--- config.mk ---
export PLATFORM = sky130hd
export DESIGN_NAME = fifo_wr_pacer
export DESIGN_NICKNAME = d
export VERILOG_FILES = /design/src/rtl/fifo_wr_pacer.sv
export SDC_FILE = /design/constraint.sdc
export NUM_CORES = 1
export LEC_CHECK = 0
export ABC_AREA = 1
export BUFFER_PORTS_ARGS = -buffer_cell sky130_fd_sc_hd__clkbuf_2
export CORE_MARGIN = 4
export CORE_UTILIZATION = 55
export DETAILED_ROUTE_END_ITERATION = 16
export HOLD_SLACK_MARGIN = 0.12
export PLACE_DENSITY = 0.78
export SYNTH_ARGS = -nofsm -noshare
export SYNTH_HDL_FRONTEND = slang
export SYNTH_SLANG_ARGS = --single-unit
export TNS_END_PERCENT = 20
--- constraint.sdc ---
create_clock -name clk_in -period 2.92 [get_ports clk_in]
set_clock_uncertainty 0.2 [all_clocks]
set_input_delay 0.292 -clock clk_in [delete_from_list [all_inputs] [get_ports clk_in]]
set_output_delay 0.292 -clock clk_in [all_outputs]
set_load 0.05 [all_outputs]
--- src/rtl/fifo_wr_pacer.sv ---
// Paced FIFO write burst generator: writes burst_len incrementing words from seed,
// one word per DIV-cycle tick, stalling while the FIFO reports full.
module fifo_wr_pacer #(
  parameter int DATA_W = 8,
  parameter int CNT_W  = 8,
  parameter int DIV    = 18
) (
  input  logic              clk_in,
  input  logic              reset,
  input  logic              start,
  input  logic [CNT_W-1:0]  burst_len,
  input  logic [DATA_W-1:0] seed,
  input  logic              full,
  output logic              wr_en,
  output logic [DATA_W-1:0] wr_data,
  output logic              busy,
  output logic              done,
  output logic [CNT_W-1:0]  words_written,
  output logic [CNT_W-1:0]  stall_cycles
);

  localparam int DIV_W = (DIV > 2) ? $clog2(DIV) : 1;

  typedef enum logic [1:0] {S_IDLE, S_RUN, S_HOLD, S_FINISH} state_t;

  state_t            state_q, state_d;
  logic [DIV_W-1:0]  cnt_q, cnt_d;
  logic [CNT_W-1:0]  rem_q, rem_d;
  logic [DATA_W-1:0] data_q, data_d;
  logic              wr_en_d, busy_d, done_d;
  logic [DATA_W-1:0] wr_data_d;
  logic [CNT_W-1:0]  words_d, stall_d;
  logic              tick, do_wr, do_stall;

  assign tick = (cnt_q == DIV_W'(DIV - 1));

  always_comb begin
    state_d   = state_q;
    cnt_d     = cnt_q;
    rem_d     = rem_q;
    data_d    = data_q;
    wr_en_d   = 1'b0;
    wr_data_d = wr_data;
    busy_d    = busy;
    done_d    = 1'b0;
    words_d   = words_written;
    stall_d   = stall_cycles;
    do_wr     = 1'b0;
    do_stall  = 1'b0;

    case (state_q)
      S_IDLE: begin
        if (start) begin
          if (burst_len != '0) begin
            rem_d   = burst_len;
            data_d  = seed;
            cnt_d   = '0;
            words_d = '0;
            stall_d = '0;
            busy_d  = 1'b1;
            state_d = S_RUN;
          end else begin
            done_d  = 1'b1;
            words_d = '0;
          end
        end
      end
      S_RUN: begin
        if (tick) begin
          if (full) begin
            do_stall = 1'b1;
            state_d  = S_HOLD;
          end else begin
            do_wr = 1'b1;
          end
        end else begin
          cnt_d = cnt_q + DIV_W'(1);
        end
      end
      S_HOLD: begin
        if (full) do_stall = 1'b1;
        else      do_wr    = 1'b1;
      end
      S_FINISH: begin
        done_d  = 1'b1;
        busy_d  = 1'b0;
        state_d = S_IDLE;
      end
      default: state_d = S_IDLE;
    endcase

    // The tick edge that detects full is counted as the first stalled cycle.
    if (do_stall && (stall_cycles != '1))
      stall_d = stall_cycles + CNT_W'(1);

    if (do_wr) begin
      wr_en_d   = 1'b1;
      wr_data_d = data_q;
      data_d    = data_q + DATA_W'(1);
      cnt_d     = '0;
      rem_d     = rem_q - CNT_W'(1);
      words_d   = words_written + CNT_W'(1);
      state_d   = (rem_q == CNT_W'(1)) ? S_FINISH : S_RUN;
    end
  end

  always_ff @(posedge clk_in or posedge reset) begin
    if (reset) begin
      state_q       <= S_IDLE;
      cnt_q         <= '0;
      rem_q         <= '0;
      data_q        <= '0;
      wr_en         <= 1'b0;
      wr_data       <= '0;
      busy          <= 1'b0;
      done          <= 1'b0;
      words_written <= '0;
      stall_cycles  <= '0;
    end else begin
      state_q       <= state_d;
      cnt_q         <= cnt_d;
      rem_q         <= rem_d;
      data_q        <= data_d;
      wr_en         <= wr_en_d;
      wr_data       <= wr_data_d;
      busy          <= busy_d;
      done          <= done_d;
      words_written <= words_d;
      stall_cycles  <= stall_d;
    end
  end

endmodule

==> metrics <==
outcome finished clean; ys async rst share 100%; cell taking the most area after synthesis dfrtp_1; CTS resizes 0; GRT Overall Usage 21.6%; core area slightly below 5000 um^2; Die Ht 79.9 um; die area approximately 6400 um^2; Tmin final ~2.2 ns; Setup Crit Path Kind in2reg; area added between synthesis and finish 15.9%; IR Drop Worst-Case VDD 0.382 mV; Slew headroom between 60 and 70%; cell area after synthesis between 2000 and 3000 um^2; maximum root-to-sink buffer count 2; post-route ant nets 0; top post-synthesis cells by count nand2_1, dfrtp_1, nand3_1, o21ai_0, inv_1; synthesis warning total 0; Layout fillers 408; Top Ports 47; PortBufs 46; Antenna diodes 0; initial antenna violation count 0; max-slew violations 0; Max-cap violations 0; Synth Instances around 360; worst setup margin 0.689 ns; Yosys cell types 28; sequential element share of the synthesized area 44.1%; Max FO, Critical Path 14; Die W ~80 um; Yosys top cell area share between 40% and 50%; Synth area leaders dfrtp_1, nand2_1, nand3_1; RSZ-0062 raised after global routing no; crit path DAT 2.27 ns; clk_lat worst skew around 0.31 ns; HPWL after detailed placement about 4500 um; flops & latches, synth 50; Final Hold Fails 0; PD cells approximately 860 nW/um^2; placer's final routability congestion estimate 0.849; clock root buffer clkbuf_8; setup TNS 0 ns; Max Clk Rate around 0.45 GHz; grt total ovfl 0; clk sink count 50; CTS tree done; worst hold path type in2reg; synthesized area per cell 7.96 um^2; Clk pin slew, worst setup/hold paths about 0.09 ns; Post-synth top flop dfrtp_1; Leak Pwr 0.00173 uW; # nets final about 450; vias in the first global route roughly 2400; first-pass GRT wire length about 11000 um; Initial DRC Count around 120; Routed WL between 6000 and 7000 um; top-count cell post-synth nand2_1; number of iterations in the first detailed-routing pass 4; DR WL/cell approximately 13 um; pre-CTS WS between 0.7 and 0.8 ns; row count 25; Syn Nets a little under 400; CTS Buf Count 5; share of cells above drive strength 1 between 15 and 20%; EDFF count, synth 0; Vias around 2500; Least-Margin Pin Slew between 0.5 and 0.6 ns; largest net degree at the start of global routing 34; Via density roughly 5.2; CP Launch Type input pin; Initial Util about 59%; final setup violation count 0; Tcrit/Tclk final 76.4%; H-tree depth 2; crit end category flop; DR DRC count 0; CP required 2.96 ns
## final cells by class
type                    instances  area [um^2]  share of cell area [%]
clock buffers                   6         72.6                    2.21
repair buffers                 61          370                    11.3
multi-input cells             263         1380                    41.8
clock inverters                 2         13.8                   0.418
well taps                      67         83.8                    2.55
inverters                      33          124                    3.76
flip-flops and latches         50         1250                    38.0
## flip-flops by register name, summed over array words and instances, names as in the netlist
name	cells
busy	1
state_q	2
cnt_q	5
stall_cycles	8
rem_q	8
done	1
wr_data	8
words_written	8
wr_en	1
data_q	8
## logic make-up after synthesis
group                    Yosys count  synth area share (%)
flip-flops                        50                  44.1
AO/OA/AOI/OAI                     51                  9.38
AND/OR/NAND/NOR                  178                  27.1
buffers and inverters             44                  7.53
XOR/XNOR                          23                  7.09
adder cells (fa/ha/maj)           11                  4.85
## final timing paths
path / from / end / slack, ns / cells past startpoint
min in group asynchronous: reset / cnt_q[1] / 0.30 / 3
worst max register to register: state_q[1] / state_q[0] / 0.74 / 10
worst min register to register: wr_data[2] / wr_data[2] / 0.29 / 2
worst max-delay path: burst_len[5] / data_q[1] / 0.69 / 9
max in group asynchronous: reset / data_q[2] / 1.49 / 4
worst min-delay path: burst_len[2] / rem_q[2] / 0.12 / 5
## cell usage in the layout (no fill, tap or decap)
| master | count |
|---|---|
| a21oi_1 | 3 |
| and3_1 | 1 |
| buf_4 | 4 |
| clkbuf_1 | 1 |
| clkbuf_2 | 46 |
| clkbuf_8 | 5 |
| clkinv_2 | 1 |
| clkinv_4 | 1 |
| dfrtp_1 | 50 |
| dlygate4sd3_1 | 11 |
| ha_1 | 11 |
| inv_1 | 31 |
| inv_2 | 2 |
| nand2_1 | 88 |
| nand2_2 | 2 |
| nand3_1 | 43 |
| nand3_2 | 1 |
| nand3b_1 | 1 |
| nand4_1 | 9 |
| nor2_1 | 29 |
| nor2_2 | 1 |
| nor3_1 | 2 |
| o21a_1 | 1 |
| o21ai_0 | 35 |
| o21ai_1 | 8 |
| o21ai_2 | 1 |
| o21bai_1 | 1 |
| o22ai_1 | 2 |
| or2_1 | 1 |
| xnor2_1 | 5 |
| xor2_1 | 18 |
## stage by stage
step	std cells	area (um^2)	power [uW]	hold WS [ns]	util [%]
after global routing	482	3290	3090	0.163	67.9
after global placement	463	3090	2380	0.0856	63.8
after CTS	482	3290	2830	0.120	67.9
final	482	3290	2820	0.121	67.9
after floorplan	357	2840	2120	0.212	-
after detailed placement	463	3090	2420	0.0828	63.8
## where the power goes
| part | switching [uW] | internal, uW |
|---|---|---|
| clock network | 231 | 169 |
| registers | 176 | 906 |
| logic | 932 | 403 |
| total | 1340 | 1480 |
## timing repair
item,in CTS,in global routing
buffers inserted,0,0
hold buffers,11,0
setup endpoints to repair,0,0
hold endpoints to repair,27,0
## worst max-delay path, stage by stage
cell,delay [ns]
dlygate4sd3_1,0.54
clkbuf_2,0.12
nor2_1,0.13
nand2_1,0.12
o21ai_2,0.51
nand2_2,0.23
inv_2,0.17
nand2_1,0.08
nand3_1,0.08
## per-layer routing
layer | share of wire (%) | wire length, um | vias up | global-route usage [%]
met1 | 48 | 2950 | 1161 | 28.6
met4 | 1.0 | 63 | 0 | 6.59
met3 | 4.1 | 253 | 5 | 5.08
met2 | 46 | 2840 | 44 | 35.1
met5 | 0 | 0 | - | 0
li1 | - | - | 1277 | -
(Power assumes the default switching activity.)
